===== config.mk =====
export PLATFORM = sky130hd
export DESIGN_NAME = state_reg_arbiter
export DESIGN_NICKNAME = d
export VERILOG_FILES = /design/src/rtl/state_reg_arbiter.sv
export SDC_FILE = /design/constraint.sdc
export NUM_CORES = 1
export LEC_CHECK = 0
export CAP_MARGIN = 20
export CORE_ASPECT_RATIO = 1.2
export CORE_MARGIN = 4
export CORE_UTILIZATION = 30
export CTS_CLUSTER_DIAMETER = 50
export DETAILED_ROUTE_END_ITERATION = 16
export SLEW_MARGIN = 20
export SYNTH_ARGS = -nofsm -noshare
export SYNTH_HDL_FRONTEND = slang
export SYNTH_SLANG_ARGS = --single-unit
export TNS_END_PERCENT = 1

===== constraint.sdc =====
create_clock -name CLOCK -period 3.3 [get_ports CLOCK]
set_clock_uncertainty 0.2 [all_clocks]
set_input_delay 0.825 -clock CLOCK [delete_from_list [all_inputs] [get_ports CLOCK]]
set_output_delay 0.825 -clock CLOCK [all_outputs]
set_load 0.005 [all_outputs]

===== src/rtl/state_reg_arbiter.sv =====
// Round-robin arbiter sequencing writes into a shared WIDTH-bit state register, with FORCE override.
// Optional build macro: STATE_ARB_FIXED_PRIO_EN (lowest eligible index always wins, no rotating pointer).
module state_reg_arbiter #(
  parameter int unsigned      NREQ        = 4,
  parameter int unsigned      WIDTH       = 4,
  parameter logic [WIDTH-1:0] FORCE_VALUE = '0
) (
  input  logic                  CLOCK,
  input  logic                  RST,
  input  logic                  FORCE,
  input  logic [NREQ-1:0]       REQ,
  input  logic [NREQ*WIDTH-1:0] DATA_IN,
  output logic [NREQ-1:0]       ACK,
  output logic [WIDTH-1:0]      STATE,
  output logic [2:0]            GNT_ID,
  output logic                  FORCED,
  output logic                  BUSY
);

  localparam int unsigned IDX_W = (NREQ > 1) ? $clog2(NREQ) : 1;

  typedef enum logic [1:0] {
    S_IDLE,
    S_LOAD,
    S_FORCED,
    S_SETTLE
  } fsm_t;

  fsm_t             fsm_q, fsm_d;
  logic [WIDTH-1:0] state_q, state_d;
  logic [NREQ-1:0]  ack_q, ack_d;
  logic [2:0]       gnt_id_q, gnt_id_d;
  logic             busy_q, busy_d;
`ifndef STATE_ARB_FIXED_PRIO_EN
  logic [IDX_W-1:0] ptr_q, ptr_d;
`endif

  logic [WIDTH-1:0] data_arr [NREQ];
  logic [NREQ-1:0]  eligible;
  logic             win_valid;
  logic [IDX_W-1:0] win_idx;
  logic [IDX_W-1:0] cand_idx;

  for (genvar g = 0; g < NREQ; g++) begin : g_unpack
    assign data_arr[g] = DATA_IN[g*WIDTH +: WIDTH];
  end

  // A requester acked this cycle is masked so it is not reloaded while it drops REQ.
  always_comb begin : arbitrate
    eligible  = REQ & ~ack_q;
    win_valid = 1'b0;
    win_idx   = '0;
    cand_idx  = '0;
    for (int unsigned i = 0; i < NREQ; i++) begin
`ifdef STATE_ARB_FIXED_PRIO_EN
      cand_idx = IDX_W'(i);
`else
      cand_idx = IDX_W'((32'(ptr_q) + i) % NREQ);
`endif
      if (!win_valid && eligible[cand_idx]) begin
        win_valid = 1'b1;
        win_idx   = cand_idx;
      end
    end
  end

  always_comb begin : next_state
    fsm_d    = fsm_q;
    state_d  = state_q;
    ack_d    = '0;
    gnt_id_d = gnt_id_q;
`ifndef STATE_ARB_FIXED_PRIO_EN
    ptr_d    = ptr_q;
`endif
    unique case (fsm_q)
      S_IDLE, S_LOAD: begin
        if (FORCE) begin
          fsm_d   = S_FORCED;
          state_d = FORCE_VALUE;
        end else if (win_valid) begin
          fsm_d          = S_LOAD;
          state_d        = data_arr[win_idx];
          ack_d[win_idx] = 1'b1;
          gnt_id_d       = 3'(win_idx);
`ifndef STATE_ARB_FIXED_PRIO_EN
          ptr_d          = IDX_W'((32'(win_idx) + 1) % NREQ);
`endif
        end else begin
          fsm_d = S_IDLE;
        end
      end
      S_FORCED: begin
        state_d = FORCE_VALUE;
        fsm_d   = FORCE ? S_FORCED : S_SETTLE;
      end
      S_SETTLE: begin
        if (FORCE) begin
          fsm_d   = S_FORCED;
          state_d = FORCE_VALUE;
        end else begin
          fsm_d = S_IDLE;
        end
      end
      default: fsm_d = S_IDLE;
    endcase
    // BUSY is registered so it reads 0 throughout reset regardless of REQ.
    busy_d = (|eligible) || (fsm_d == S_FORCED) || (fsm_d == S_SETTLE);
  end

  always_ff @(posedge CLOCK) begin
    if (RST) begin
      fsm_q    <= S_IDLE;
      state_q  <= '0;
      ack_q    <= '0;
      gnt_id_q <= '0;
      busy_q   <= 1'b0;
`ifndef STATE_ARB_FIXED_PRIO_EN
      ptr_q    <= '0;
`endif
    end else begin
      fsm_q    <= fsm_d;
      state_q  <= state_d;
      ack_q    <= ack_d;
      gnt_id_q <= gnt_id_d;
      busy_q   <= busy_d;
`ifndef STATE_ARB_FIXED_PRIO_EN
      ptr_q    <= ptr_d;
`endif
    end
  end

  assign ACK    = ack_q;
  assign STATE  = state_q;
  assign GNT_ID = gnt_id_q;
  assign BUSY   = busy_q;
  assign FORCED = (fsm_q == S_FORCED) || (fsm_q == S_SETTLE);

endmodule


==> impl_metrics.py, run 1 <==
metrics = {
    "logic_synthesis": {
        "syn_nets": 115,
        "synth_edf_count": 0,
        "ys_types": 31,
        "syn_area_sq_um": 866,
        "yosysSeqAreaShare_pct": 34.7,
        "synth_area_leaders": "dfxtp_1 35%, mux2i_1 10%, ha_1 5.8%",
        "yosysWarnings": 0,
        "synth-main-ff-cell": "dfxtp_1",
        "async_flop_share_pct": 0,
        "avgSynthCellArea_sq_um": 9.84,
        "syn_inst": 88,
        "ys_seq_elements": 15,
        "yosysTopAreaCellShare_pct": 34.7,
        "yosysTopAreaCell": "dfxtp_1",
    },
    "clock_network": {
        "cts_buffers": 3,
        "cts_num_sinks": 15,
        "max-clock-path-buffers": 2,
        "cts_resized": 0,
        "post-cts-setup-buffers": 0,
        "cts_root_buffer": "clkbuf_4",
        "clk_pin_slew_ns": 0.08,
        "h-tree-depth": 1,
        "clkLatencyLatePin_ns": 0.28,
        "hold_buffers": 0,
        "cts_tree": "built",
    },
    "floorplanning": {
        "die-width_microns": 57.0,
        "start_util_pct": 31.1,
        "die_area_sq_mm": 0.00381,
        "die_h_microns": 66.9,
        "io_pins": 36,
        "core_sq_mm": 0.00279,
        "rows": 21,
    },
    "global_route": {
        "track_usage_pct": 10.4,
        "gr-total-overflow": 0,
        "antenna_found_initial": 0,
        "grt_pass1_vias": 757,
        "grt_pass1_wl_microns": 3080,
        "grt_start_max_net_pins": 13,
    },
    "sta": {
        "slew_viol_final": 0,
        "rsz0062_at_grt": "false",
        "setup_tns_ns": 0,
        "setup_viol": 0,
        "hold_viol_final": 0,
        "min_period_ns": 2.68,
        "period_share_pct": 81.1,
        "max_freq_mhz": 374,
        "hold_slack_ns": 0.257,
        "max_slew.worst_pin.slew_ns": 0.519,
        "maxSlewHeadroom_pct": 65.1,
    },
    "power": {
        "ir_drop_v": 0.000153,
        "cellLeakagePower_nw": 0.474,
        "pwr_density_cell_mw_per_mm2": 360,
    },
    "cells_and_area": {
        "num_antenna_cells": 0,
        "finalNetCount": 150,
        "final_cell_mix": "34 x clkdlybuf4s50_1, 15 x dfxtp_1, 9 x mux2i_1",
        "final_area_sq_mm": 0.00124,
        "layout_commonest_cell": "clkdlybuf4s50_1",
        "layout-drive-gt1-share_pct": 9.84,
        "syn2layout_area_growth_pct": 43.2,
        "utilization_pct": 44.5,
    },
    "setup_path": {
        "setup.worst_path.start": "REQ[2]",
        "crit_type": "primary input to flop",
        "timing.rr.end": "ptr_q[1]",
        "ff2ff_setup_slack_ns": 1.30,
        "crit_path_max_fanout": 5,
        "required_ns": 3.27,
        "arrival_ns": 2.64,
        "worstReg2RegStart": "ACK[2]",
        "worstSetupEndpoint": "ptr_q[1]",
        "cp-start-kind": "primary input",
        "rr_worst_depth": 7,
        "end_kind": "flop",
    },
    "route": {
        "drt-initial-drc-count": 4,
        "num_vias": 748,
        "ant_nets": 0,
        "wirelength_microns": 1900,
        "viasPerCell": 4.79,
        "drc": 0,
        "wl_per_cell_microns": 12.2,
        "firstDrtPassIters": 4,
    },
    "placement": {
        "gp_congestion": 0.774,
        "dp_hpwl_microns": 1540,
        "port_buffers": 34,
        "placed_area_sq_mm": 0.00121,
    },
    "status": {
        "outcome": "finished clean",
    },
    "min_path": {
        "hp-class": "flop to flop",
    },
    "flow_run": {
        "cap_violations": 0,
    },
}
[flip-flops by register name, indices dropped and copies added, names as in the netlist]
signal	count
fsm_q	2
STATE	4
GNT_ID	2
BUSY	1
ACK	4
ptr_q	2
[synth_stat cells, drive strengths merged, types with 2 or more instances]
library cell,n
nor3,2
nor4,2
dfxtp,15
a21oi,5
clkbuf,2
and2,4
nand3,4
nand2b,3
nor2b,3
buf,2
inv,5
a211oi,2
nand2,5
nor3b,2
o21ai,2
mux2i,9
nor2,5
o221ai,4
ha,4
[kinds of logic (layout without fill, tap and decap cells)]
family,count (synthesis),in the layout,share of synthesized area (%)
other cells,1,1,0.433
simple gates,32,32,23.8
buf+inv,9,43,6.21
fa+ha+maj,4,4,5.78
mux,10,10,11.7
compound gates,17,17,17.3
flops,15,15,34.7
[layer usage]
layer | track usage [%] | wire length (microns) | vias up
li1 | - | - | 379
met1 | 10.6 | 763 | 340
met2 | 19.3 | 1000 | 29
met3 | 1.94 | 132 | 0
met4 | 6.09 | 0 | 0
met5 | 0 | 0 | -
[how the worst min path moves through the flow]
| stage | from | end | slack, ns | depth (start not counted) |
|---|---|---|---|---|
| 3_5_place_dp | GNT_ID[0] | GNT_ID[0] | 0.25 | 2 |
| 6_report | GNT_ID[0] | GNT_ID[0] | 0.26 | 2 |
| 2_1_floorplan | GNT_ID[0] | GNT_ID[0] | 0.25 | 2 |
| 5_1_grt | GNT_ID[0] | GNT_ID[0] | 0.28 | 2 |
| 3_3_place_gp | GNT_ID[0] | GNT_ID[0] | 0.24 | 2 |
| 4_1_cts | GNT_ID[0] | GNT_ID[0] | 0.26 | 2 |
[critical path, stage by stage]
cell and delay [ns]:
clkdlybuf4s50_1 0.49, nor3b_1 0.31, a211oi_1 0.11, o22ai_1 0.33, inv_1 0.12, ha_1 0.28, mux2i_1 0.13, nor2_1 0.05
[layout make-up]
type                            count  area, sq um
Inverter                            5         18.8
Timing Repair Buffer               34          340
Sequential cell                    15          300
Multi-Input combinational cell     64          512
Tap cell                           34         42.5
Clock buffer                        4         26.3
Fill cell                         298         1550
[where the power goes]
group / internal (mW) / switching [mW] / leakage, nW
clock network: 0.0469 / 0.0542 / 0.0150
logic: 0.0800 / 0.0595 / 0.336
registers: 0.194 / 0.0118 / 0.123
[per-stage QoR]
stage                     power, mW  worst slack (ns)  std cells
after floorplan               0.299             0.994         88
after detailed placement      0.352             0.306        152
final                         0.447             0.623        156
after global routing          0.480             0.451        156
after CTS                     0.453             0.609        156
after global placement        0.348             0.415        152
Power figures use the tool's default switching activity.
==> run 2: changes to the inputs <==
==> constraint.sdc (replaced) <==
create_clock -name CLOCK -period 2.69 [get_ports CLOCK]
set_clock_uncertainty 0.2 [all_clocks]
set_input_delay 0.6725 -clock CLOCK [delete_from_list [all_inputs] [get_ports CLOCK]]
set_output_delay 0.6725 -clock CLOCK [all_outputs]
set_load 0.005 [all_outputs]
==> impl_metrics.py, run 2 (synthesis results as in run 1) <==
metrics = {
    "status": {
        "outcome": "finished clean",
    },
    "route": {
        "wl_per_cell_microns": 12.1,
        "firstDrtPassIters": 4,
        "viasPerCell": 4.75,
        "drc": 0,
        "num_vias": 764,
        "ant_nets": 0,
        "wirelength_microns": 1940,
        "drt-initial-drc-count": 9,
    },
    "sta": {
        "hold_slack_ns": 0.256,
        "period_share_pct": 88.9,
        "rsz0062_at_grt": "false",
        "setup_viol": 0,
        "min_period_ns": 2.39,
        "max_freq_mhz": 418,
        "slew_viol_final": 0,
        "hold_viol_final": 0,
        "setup_tns_ns": 0,
    },
    "setup_path": {
        "end_kind": "flop",
        "crit_path_max_fanout": 4,
        "required_ns": 2.69,
        "arrival_ns": 2.39,
        "cp-start-kind": "primary input",
        "crit_type": "primary input to flop",
    },
    "clock_network": {
        "h-tree-depth": 1,
        "max-clock-path-buffers": 2,
        "clkLatencyLatePin_ns": 0.28,
        "cts_root_buffer": "clkbuf_4",
        "cts_buffers": 3,
        "cts_tree": "built",
        "clk_pin_slew_ns": 0.09,
        "cts_resized": 0,
        "post-cts-setup-buffers": 0,
        "hold_buffers": 0,
        "cts_num_sinks": 15,
    },
    "floorplanning": {
        "start_util_pct": 31.1,
        "die_h_microns": 66.9,
        "die-width_microns": 57.0,
        "rows": 21,
        "die_area_sq_mm": 0.00381,
        "io_pins": 36,
        "core_sq_mm": 0.00279,
    },
    "power": {
        "ir_drop_v": 0.000193,
        "cellLeakagePower_nw": 0.498,
        "pwr_density_cell_mw_per_mm2": 441,
    },
    "cells_and_area": {
        "syn2layout_area_growth_pct": 47.5,
        "finalNetCount": 155,
        "layout_commonest_cell": "clkdlybuf4s50_1",
        "final_cell_mix": "34 x clkdlybuf4s50_1, 15 x dfxtp_1, 9 x mux2i_1",
        "num_antenna_cells": 0,
        "layout-drive-gt1-share_pct": 13.4,
    },
    "global_route": {
        "grt_pass1_wl_microns": 3220,
        "track_usage_pct": 10.8,
        "gr-total-overflow": 0,
        "antenna_found_initial": 0,
        "grt_pass1_vias": 746,
        "grt_start_max_net_pins": 13,
    },
    "placement": {
        "dp_hpwl_microns": 1580,
        "gp_congestion": 0.764,
        "port_buffers": 34,
    },
    "min_path": {
        "hp-class": "flop to flop",
    },
    "flow_run": {
        "cap_violations": 0,
    },
}
## run 2: cell count changes in the layout (fill, tap and decap cells not counted)
cell,before,now
buf_4,0,5
## run 2: worst paths after layout
check                                 end  slack [ns]  depth (start not counted)       from
worst min-delay path            GNT_ID[0]        0.26                          2  GNT_ID[0]
worst max register to register   STATE[1]        0.76                          7     ACK[2]
worst min register to register  GNT_ID[0]        0.26                          2  GNT_ID[0]
worst max-delay path             STATE[1]        0.30                          8     REQ[2]
## run 2: layout make-up
| cell class | instances | area, sq um |
|---|---|---|
| Clock buffer | 4 | 26.3 |
| Fill cell | 290 | 1510 |
| Inverter | 5 | 18.8 |
| Multi-Input combinational cell | 64 | 512 |
| Sequential cell | 15 | 300 |
| Tap cell | 34 | 42.5 |
| Timing Repair Buffer | 39 | 378 |
## run 2: power by group
part / internal (mW) / leakage [nW] / switching [mW]
combinational: 0.106 / 0.360 / 0.0746
clock: 0.0575 / 0.0150 / 0.0715
sequential: 0.238 / 0.123 / 0.0148
total: 0.402 / 0.498 / 0.161
## run 2: critical path, stage by stage
cell             delay (ns)
clkdlybuf4s50_1        0.44
nor2b_1                0.17
buf_4                  0.14
a211oi_2               0.24
o22ai_1                0.14
buf_4                  0.17
nand2b_1               0.20
o221ai_1               0.23
## run 2: through the flow
stage          total power, mW  util, %  cells  setup slack [ns]  cell area [sq um]
5_1_grt                  0.609     45.9    161             0.180               1280
6_report                 0.563     45.9    161             0.298               1280
3_3_place_gp             0.438     44.9    157            0.0314               1250
3_5_place_dp             0.442     44.9    157           0.00721               1250
4_1_cts                  0.571     45.9    161             0.302               1280
2_1_floorplan            0.367        -     88             0.536                866
## run 2: layer usage
layer	global-route usage, %	routed length (microns)	part of all wire (%)
met1	12.2	761	39
met2	18.9	1000	51
met3	2.13	143	7.4
met4	6.09	37	1.9
met5	0	0	0
